<file path="config.mk">
export PLATFORM = sky130hd
export DESIGN_NAME = isp_dram_ctrl_flat
export DESIGN_NICKNAME = d
export VERILOG_FILES = /design/src/rtl/isp_dram_ctrl_if.sv /design/src/rtl/isp_dram_ctrl.sv /design/src/flat_wrapper.sv
export SDC_FILE = /design/constraint.sdc
export NUM_CORES = 1
export LEC_CHECK = 0
export CORE_AREA = 2 2 239 241
export CTS_BUF_LIST = sky130_fd_sc_hd__clkbuf_16
export DETAILED_ROUTE_END_ITERATION = 16
export DIE_AREA = 0 0 241 243
export PLACE_DENSITY = 0.51
export SLEW_MARGIN = 20
export SYNTH_ARGS = -nofsm -noshare
export SYNTH_HDL_FRONTEND = slang
export SYNTH_SLANG_ARGS = --single-unit
</file>
<file path="constraint.sdc">
create_clock -name clk -period 4.05 [get_ports clk]
set_clock_uncertainty 0.2 [all_clocks]
set_input_delay 0.6075 -clock clk [delete_from_list [all_inputs] [get_ports clk]]
set_output_delay 0.6075 -clock clk [all_outputs]
set_load 0.02 [all_outputs]
</file>
<file path="src/rtl/isp_dram_ctrl_if.sv">
// AXI4 burst bus between the ISP DRAM controller (master) and the DRAM port (slave).
// Only the fields this controller drives or observes are carried; constant fields come from the parent.
interface isp_dram_ctrl_if;
  logic [31:0]  awaddr_s_inf;
  logic         awvalid_s_inf;
  logic         awready_s_inf;
  logic [127:0] wdata_s_inf;
  logic         wlast_s_inf;
  logic         wvalid_s_inf;
  logic         wready_s_inf;
  logic         bvalid_s_inf;
  logic         bready_s_inf;
  logic [31:0]  araddr_s_inf;
  logic         arvalid_s_inf;
  logic         arready_s_inf;
  logic [127:0] rdata_s_inf;
  logic         rlast_s_inf;
  logic         rvalid_s_inf;
  logic         rready_s_inf;

  modport master (
    output awaddr_s_inf, awvalid_s_inf, wdata_s_inf, wlast_s_inf, wvalid_s_inf,
           bready_s_inf, araddr_s_inf, arvalid_s_inf, rready_s_inf,
    input  awready_s_inf, wready_s_inf, bvalid_s_inf, arready_s_inf,
           rdata_s_inf, rlast_s_inf, rvalid_s_inf
  );

  modport slave (
    input  awaddr_s_inf, awvalid_s_inf, wdata_s_inf, wlast_s_inf, wvalid_s_inf,
           bready_s_inf, araddr_s_inf, arvalid_s_inf, rready_s_inf,
    output awready_s_inf, wready_s_inf, bvalid_s_inf, arready_s_inf,
           rdata_s_inf, rlast_s_inf, rvalid_s_inf
  );
endinterface

</file>
<file path="src/rtl/isp_dram_ctrl.sv">
// Whole-picture AXI4 burst master: arbitrates a picture-read and a picture-write requester
// round-robin and runs one BEATS-long burst at a time on the shared AXI port.
module isp_dram_ctrl #(
  parameter logic [31:0] BASE_ADDR = 32'h0001_0000,
  parameter int          PIC_BYTES = 3072,
  parameter int          BEATS     = 192
) (
  input  logic           clk,
  input  logic           rst_n,
  input  logic           rd_req,
  input  logic [3:0]     rd_pic_no,
  output logic           rd_gnt,
  output logic [127:0]   rd_data,
  output logic           rd_valid,
  output logic           rd_last,
  input  logic           wr_req,
  input  logic [3:0]     wr_pic_no,
  output logic           wr_gnt,
  input  logic [127:0]   wr_data,
  input  logic           wr_valid,
  output logic           wr_ready,
  output logic           done,
  output logic           busy,
  isp_dram_ctrl_if.master axi
);
  localparam int CW = $clog2(BEATS);

  typedef enum logic [2:0] {IDLE, AR, RD, AW, WR, B} state_t;

  state_t        state;
  logic [CW-1:0] beat_cnt;
  logic          prefer_rd;
  logic [31:0]   addr;
  logic          last_beat;
  logic          w_hs;

  function automatic logic [31:0] pic_addr(input logic [3:0] pic);
    return BASE_ADDR + 32'(pic) * 32'(PIC_BYTES);
  endfunction

  // Write data path is a straight pass-through, gated so nothing leaks outside WR.
  assign last_beat         = (beat_cnt == CW'(BEATS - 1));
  assign axi.wvalid_s_inf  = (state == WR) && wr_valid;
  assign axi.wdata_s_inf   = (state == WR) ? wr_data : '0;
  assign axi.wlast_s_inf   = (state == WR) && last_beat;
  assign wr_ready          = (state == WR) && axi.wready_s_inf;
  assign w_hs              = axi.wvalid_s_inf && axi.wready_s_inf;
  assign axi.araddr_s_inf  = addr;
  assign axi.awaddr_s_inf  = addr;
  assign busy              = (state != IDLE);

  // NOTE: all state below uses <= so every branch sees the pre-edge values; a blocking
  // assignment here would create ordering-dependent behaviour between simulator and silicon.
  always_ff @(posedge clk or negedge rst_n) begin
    if (!rst_n) begin
      state             <= IDLE;
      beat_cnt          <= '0;
      prefer_rd         <= 1'b1;
      addr              <= '0;
      rd_gnt            <= 1'b0;
      wr_gnt            <= 1'b0;
      // NOTE: the read data register is reset too, because every output must read 0 in reset.
      rd_data           <= '0;
      rd_valid          <= 1'b0;
      rd_last           <= 1'b0;
      done              <= 1'b0;
      axi.arvalid_s_inf <= 1'b0;
      axi.rready_s_inf  <= 1'b0;
      axi.awvalid_s_inf <= 1'b0;
      axi.bready_s_inf  <= 1'b0;
    end else begin
      rd_gnt   <= 1'b0;
      wr_gnt   <= 1'b0;
      rd_valid <= 1'b0;
      rd_last  <= 1'b0;
      done     <= 1'b0;
      unique case (state)
        IDLE: begin
          if (rd_req && (prefer_rd || !wr_req)) begin
            rd_gnt    <= 1'b1;
            prefer_rd <= 1'b0;
            addr      <= pic_addr(rd_pic_no);
            state     <= AR;
          end else if (wr_req) begin
            wr_gnt    <= 1'b1;
            prefer_rd <= 1'b1;
            addr      <= pic_addr(wr_pic_no);
            state     <= AW;
          end
        end
        // The grant cycle is spent in AR/AW with valid still low, so valid follows gnt by one cycle.
        AR: begin
          if (!axi.arvalid_s_inf) begin
            axi.arvalid_s_inf <= 1'b1;
          end else if (axi.arready_s_inf) begin
            axi.arvalid_s_inf <= 1'b0;
            axi.rready_s_inf  <= 1'b1;
            state             <= RD;
          end
        end
        RD: begin
          if (axi.rvalid_s_inf) begin
            rd_data  <= axi.rdata_s_inf;
            rd_valid <= 1'b1;
            rd_last  <= axi.rlast_s_inf;
            if (axi.rlast_s_inf) begin
              axi.rready_s_inf <= 1'b0;
              done             <= 1'b1;
              state            <= IDLE;
            end
          end
        end
        AW: begin
          if (!axi.awvalid_s_inf) begin
            axi.awvalid_s_inf <= 1'b1;
          end else if (axi.awready_s_inf) begin
            axi.awvalid_s_inf <= 1'b0;
            state             <= WR;
          end
        end
        WR: begin
          if (w_hs) begin
            if (last_beat) begin
              beat_cnt         <= '0;
              axi.bready_s_inf <= 1'b1;
              state            <= B;
            end else begin
              beat_cnt <= beat_cnt + 1'b1;
            end
          end
        end
        B: begin
          if (axi.bvalid_s_inf) begin
            axi.bready_s_inf <= 1'b0;
            done             <= 1'b1;
            state            <= IDLE;
          end
        end
        default: state <= IDLE;
      endcase
    end
  end
endmodule

</file>
<file path="src/flat_wrapper.sv">
// flat-port wrapper written by rule: the top's interface ports become plain ports
module isp_dram_ctrl_flat 
#(
  parameter logic [31:0] BASE_ADDR = 32'h0001_0000,
  parameter int          PIC_BYTES = 3072,
  parameter int          BEATS     = 192
)
  (clk, rst_n, rd_req, rd_pic_no, rd_gnt, rd_data, rd_valid, rd_last, wr_req, wr_pic_no, wr_gnt, wr_data, wr_valid, wr_ready, done, busy, axi_awaddr_s_inf, axi_awvalid_s_inf, axi_wdata_s_inf, axi_wlast_s_inf, axi_wvalid_s_inf, axi_bready_s_inf, axi_araddr_s_inf, axi_arvalid_s_inf, axi_rready_s_inf, axi_awready_s_inf, axi_wready_s_inf, axi_bvalid_s_inf, axi_arready_s_inf, axi_rdata_s_inf, axi_rlast_s_inf, axi_rvalid_s_inf);
  isp_dram_ctrl_if axi_i ();
  input  logic clk;
  input  logic rst_n;
  input  logic rd_req;
  input  logic [3:0] rd_pic_no;
  output logic rd_gnt;
  output logic [127:0] rd_data;
  output logic rd_valid;
  output logic rd_last;
  input  logic wr_req;
  input  logic [3:0] wr_pic_no;
  output logic wr_gnt;
  input  logic [127:0] wr_data;
  input  logic wr_valid;
  output logic wr_ready;
  output logic done;
  output logic busy;
  output wire logic [$bits(axi_i.awaddr_s_inf)-1:0] axi_awaddr_s_inf;
  output wire logic [$bits(axi_i.awvalid_s_inf)-1:0] axi_awvalid_s_inf;
  output wire logic [$bits(axi_i.wdata_s_inf)-1:0] axi_wdata_s_inf;
  output wire logic [$bits(axi_i.wlast_s_inf)-1:0] axi_wlast_s_inf;
  output wire logic [$bits(axi_i.wvalid_s_inf)-1:0] axi_wvalid_s_inf;
  output wire logic [$bits(axi_i.bready_s_inf)-1:0] axi_bready_s_inf;
  output wire logic [$bits(axi_i.araddr_s_inf)-1:0] axi_araddr_s_inf;
  output wire logic [$bits(axi_i.arvalid_s_inf)-1:0] axi_arvalid_s_inf;
  output wire logic [$bits(axi_i.rready_s_inf)-1:0] axi_rready_s_inf;
  input wire logic [$bits(axi_i.awready_s_inf)-1:0] axi_awready_s_inf;
  input wire logic [$bits(axi_i.wready_s_inf)-1:0] axi_wready_s_inf;
  input wire logic [$bits(axi_i.bvalid_s_inf)-1:0] axi_bvalid_s_inf;
  input wire logic [$bits(axi_i.arready_s_inf)-1:0] axi_arready_s_inf;
  input wire logic [$bits(axi_i.rdata_s_inf)-1:0] axi_rdata_s_inf;
  input wire logic [$bits(axi_i.rlast_s_inf)-1:0] axi_rlast_s_inf;
  input wire logic [$bits(axi_i.rvalid_s_inf)-1:0] axi_rvalid_s_inf;
  assign axi_awaddr_s_inf = axi_i.awaddr_s_inf;
  assign axi_awvalid_s_inf = axi_i.awvalid_s_inf;
  assign axi_wdata_s_inf = axi_i.wdata_s_inf;
  assign axi_wlast_s_inf = axi_i.wlast_s_inf;
  assign axi_wvalid_s_inf = axi_i.wvalid_s_inf;
  assign axi_bready_s_inf = axi_i.bready_s_inf;
  assign axi_araddr_s_inf = axi_i.araddr_s_inf;
  assign axi_arvalid_s_inf = axi_i.arvalid_s_inf;
  assign axi_rready_s_inf = axi_i.rready_s_inf;
  assign axi_i.awready_s_inf = axi_awready_s_inf;
  assign axi_i.wready_s_inf = axi_wready_s_inf;
  assign axi_i.bvalid_s_inf = axi_bvalid_s_inf;
  assign axi_i.arready_s_inf = axi_arready_s_inf;
  assign axi_i.rdata_s_inf = axi_rdata_s_inf;
  assign axi_i.rlast_s_inf = axi_rlast_s_inf;
  assign axi_i.rvalid_s_inf = axi_rvalid_s_inf;
  isp_dram_ctrl #(.BASE_ADDR(BASE_ADDR), .PIC_BYTES(PIC_BYTES), .BEATS(BEATS)) u_core (.clk(clk), .rst_n(rst_n), .rd_req(rd_req), .rd_pic_no(rd_pic_no), .rd_gnt(rd_gnt), .rd_data(rd_data), .rd_valid(rd_valid), .rd_last(rd_last), .wr_req(wr_req), .wr_pic_no(wr_pic_no), .wr_gnt(wr_gnt), .wr_data(wr_data), .wr_valid(wr_valid), .wr_ready(wr_ready), .done(done), .busy(busy), .axi(axi_i));
endmodule
</file>
Yosys cells after proc, flatten, opt, wreduce, memory -nomap -nowiden --
Index checks and enable logic that the tools add are counted.
Cells by class: add/sub/neg operators 3, multiply operators 2, eq/ne operators 16, multiplexer cells 44, reductions and logical operators 18
Operators with widths (count):
- 2-to-1 mux 128 bit | 1
- 2-to-1 mux 32 bit | 2
- adder 17 x 16 -> 18 bit (first input constant) | 2
- 2-to-1 mux 3 bit | 11
- 2-to-1 mux 1 bit | 25
- case mux 3 bit (6 select lines) | 1
- multiplier 4 x 2 -> 6 bit (second input constant) | 2
- != test 2 bit (second input constant) | 5
- AND reduction 10 bit | 1
- adder 8 x 1 -> 8 bit (second input constant) | 1
- == test 8 bit (second input constant) | 1
- 2-to-1 mux 8 bit | 1
- != test 2 x 1 -> 1 bit (second input constant) | 4
- == test 3 x 2 -> 1 bit (second input constant) | 2
- == test 3 bit (second input constant) | 2
- case mux 1 bit (2 select lines) | 3
- AND reduction 2 bit | 3
- nonzero test 2 bit | 3
- logical AND 1 bit | 5
- AND reduction 5 bit | 1
- AND reduction 4 bit | 1
- == test 3 x 1 -> 1 bit (second input constant) | 1
- logical NOT 3 bit | 1
- != test 3 x 2 -> 1 bit (second input constant) | 1
- 3 further kinds | 3
Storage, ports and cells: bits in registers 181

Logic depth before layout (Yosys ltp) --
word-level depth 5, gate-level depth with buffers 7

Worst setup path before layout --
OpenSTA, ideal clock, no wires.
path type register -> output, start point register u_core.state[2], end point output port axi_wlast_s_inf, arrival time 1.365 ns, data required time 3.242 ns, setup slack 1.878 ns, cell stages (with the launch flop) 6, buffers on the path 3, cells stage by stage dfrtp_1 buf_4 nor3b_4 buf_2 clkbuf_1 and2_1
Between the ends: cells in the longest elaborated chain, start to end 2
Ends and longest elaborated chain:
- start, declared | RTL line isp_dram_ctrl.sv:30 | state_t state;
- start signal, assigned | RTL line isp_dram_ctrl.sv:56 | state <= IDLE;
- start signal, assigned | RTL line isp_dram_ctrl.sv:83 | state <= AR;
- start signal, assigned | RTL line isp_dram_ctrl.sv:88 | state <= AW;
- == test 3 bit | RTL line isp_dram_ctrl.sv:45 | assign axi.wlast_s_inf = (state == WR) && last_beat;
- logical AND 1 bit | RTL line isp_dram_ctrl.sv:45
- end, declared | RTL line flat_wrapper.sv:29 | output wire logic [$bits(axi_i.wlast_s_inf)-1:0] axi_wlast_s_inf;
No other way between the ends.

Worst setup path in the final report --
start point register u_core.state[2], end point output port axi_wdata_s_inf[86]
Between the ends: cells in the longest elaborated chain, start to end 2
Ends and longest elaborated chain:
- == test 3 bit | RTL line isp_dram_ctrl.sv:44 | assign axi.wdata_s_inf = (state == WR) ? wr_data : '0;
- 2-to-1 mux 128 bit | RTL line isp_dram_ctrl.sv:44
- end, declared | RTL line flat_wrapper.sv:28 | output wire logic [$bits(axi_i.wdata_s_inf)-1:0] axi_wdata_s_inf;
No other way between the ends.

==> qor.csv <==
metric,value,unit
Power Internal,5.65,mW
min cycle time layout,3560,ps
RSZ-0062 raised after global routing,no,
max_cap viols,0,
post-CTS setup buffers,0,
sw frac,38.0,%
Pleak,5.82,nW
share of cells above drive strength 1,7.21,%
"CTS clk-pin slew, worst paths",70,ps
Initial Util,13.9,%
"Max FO, Critical Path",125,
Vias,6635,
drt first pass iters,4,
Critical Path RT,3240,ps
All-Layer GR Usage,10.4,%
H-tree depth,4,
vias in the first global route,7070,
final setup TNS,0,ps
TritonCTS Sinks,156,
first-pass GRT wire length,44300,um
Die Area,58600,um^2
startpoint types,flip-flop,
die height,243,um
Hold Path Depth,1,
HP Class,reg2reg,
initial antenna violation count,1,
Starting DRT DRC Count,137,
Antenna Nets Post-Route,0,
hold slack final,283,ps
hold-critical path endpoint,u_core.rd_data[9],
P per Cell Area,625,nW/um^2
NumNets Final,1468,
status,finished clean,
WS Path Type,reg2out,
PortBufs,557,
R2R Path End,u_core.rd_data[73],
Worst-Margin Slew,705,ps
Final Hold Vio Count,0,
Clock Latency Late Sink,470,ps
critical path arrival,2750,ps
Post-Syn Area,7760,um^2
Die Width,241,um
sequential share of the synthesized area,50.3,%
Post-DP HPWL,25400,um
syn avg cell area,12.2,um^2
reg2reg start,u_core.state[1],
Remaining DRCs,0,
instance area after placement,13900,um^2
R2R cell count,5,
synthesized instance count,635,
Root Buffer,clkbuf_16,
r2r setup slk,1640,ps
P_sw,3.46,mW
CTS tree,yes,
FMAX,281,MHz
synthesized flop and latch total,156,
"commonest non-fill, non-tap cell in the layout",clkdlybuf4s50_1,
clock buffer depth,2,
WL/cell,16.1,um
synth unique cells,49,
FP Rows,87,
total CTS buffers,17,
fin crit share,87.8,%
Setup crit end kind,primary output,
most frequent cells in the layout,"clkdlybuf4s50_1 (556), dfrtp_1 (155), and2_1 (132)",
peak supply drop,0.309,mV
Core Footprint,56000,um^2
register share of total power,29.9,%
setup violators final,0,
Post-Route WL,31400,um
Synth async-reset ratio,100,%
Post-synth EDFFs,0,
design area,14600,um^2
largest net degree at the start of global routing,126,
yosys warns,0,
Final Slew Violations,0,
IO Count,608,
combinational power share,51.3,%
hold path startpoint,u_core.rd_data[9],
Layout area overhead,87.7,%
GP Congestion,0.814,
post-DR vias/cell,3.40,
grt ovf,0,
Main synth FF type,dfrtp_1,
Slew headroom,53.0,%
Clock power frac,18.8,%
# diodes,0,
-- power groups by stage --
stage / Combinational [mW] / Sequential, mW / Clock [mW]
3_3_place_gp: 4.72 / 2.74 / 0
3_5_place_dp: 4.74 / 2.77 / 0
6_report: 4.67 / 2.72 / 1.71
4_1_cts: 4.76 / 2.74 / 1.81
5_1_grt: 4.96 / 2.83 / 1.85
2_1_floorplan: 1.56 / 3.58 / 0
-- layer usage --
metal	up-vias	global-route usage (%)	part of all wire (%)
li1	3126	-	-
met1	3094	10.5	36
met2	386	18.4	49
met3	29	4.65	11
met4	0	4.54	2.8
met5	-	0	0
-- metrics by stage --
step                util [%]  cells  power (mW)  setup WS (ps)
detailed placement      24.9   1916        7.51            962
global placement        24.9   1916        7.46            999
global route            26.0   1949        9.64            285
floorplan                  -    684        5.14           1880
finish                  26.0   1949        9.10            493
CTS                     26.0   1949        9.31            392
-- state kept, by name (all words and copies together) (netlist names) --
signal                    flops
u_core.rd_valid               1
u_core.axi.araddr_s_inf       7
u_core.axi.awvalid_s_inf      1
u_core.wr_gnt                 1
u_core.beat_cnt               8
u_core.state                  3
u_core.rd_last                1
u_core.axi.bready_s_inf       1
u_core.axi.rready_s_inf       1
u_core.rd_data              128
u_core.axi.arvalid_s_inf      1
u_core.done                   1
u_core.rd_gnt                 1
u_core.prefer_rd              1
-- logic make-up after synthesis --
group           after synthesis  share of synthesized area (%)
simple gates                187                           14.9
flops                       156                           50.3
mux                         138                           20.0
buf+inv                     103                           9.11
compound gates               33                           2.85
fa+ha+maj                    13                           2.29
xor+xnor                      4                          0.452
other cells                   1                         0.0483
-- worst max path at each step --
stage | startpoint | depth (start not counted) | slack (ps) | endpoint
after global placement | u_core.state[2] | 4 | 1000 | axi_wlast_s_inf
after CTS | u_core.state[2] | 4 | 390 | axi_wlast_s_inf
final | u_core.state[2] | 4 | 490 | axi_wdata_s_inf[86]
after global routing | u_core.state[2] | 4 | 280 | axi_wdata_s_inf[67]
after floorplan | u_core.state[2] | 5 | 1880 | axi_wlast_s_inf
after detailed placement | u_core.state[2] | 4 | 960 | axi_wlast_s_inf
-- cells in the mapped netlist, drive strengths merged (3+ instances only) --
cell type | number | share of area, %
ha | 11 | 1.8
buf | 76 | 7.8
dfrtp | 155 | 50
a31oi | 4 | 0.32
mux2 | 134 | 19
and3b | 3 | 0.34
clkbuf | 14 | 0.68
a32o | 3 | 0.39
inv | 13 | 0.63
nand2 | 14 | 0.68
and2 | 132 | 11
nor3b | 3 | 0.50
nor3 | 6 | 0.60
nand3 | 4 | 0.26
o21ai | 11 | 0.71
nor2 | 10 | 0.48
mux2i | 4 | 0.52
nor2b | 6 | 0.48
a21oi | 4 | 0.26
-- critical path, cell delays in order, from the launching register on --
cell and delay (ps):
dfrtp_1 550, nor3b_4 420, buf_12 340, and2_1 220, clkdlybuf4s50_1 650
-- cell type report --
| class | instances | area (um^2) |
|---|---|---|
| clock buffer | 17 | 425 |
| clock inverter | 15 | 203 |
| fill | 5946 | 41400 |
| inverter | 13 | 48.8 |
| multi-input combinational | 425 | 3330 |
| sequential | 156 | 3910 |
| tap | 756 | 946 |
| timing repair buffer | 567 | 5700 |
-- timing repair --
action,4_1_cts,5_1_grt
endpoints found under the hold margin,68,0
hold buffers,1,0
resized for setup,0,0
No activity file was read; power rests on OpenSTA's default activity.
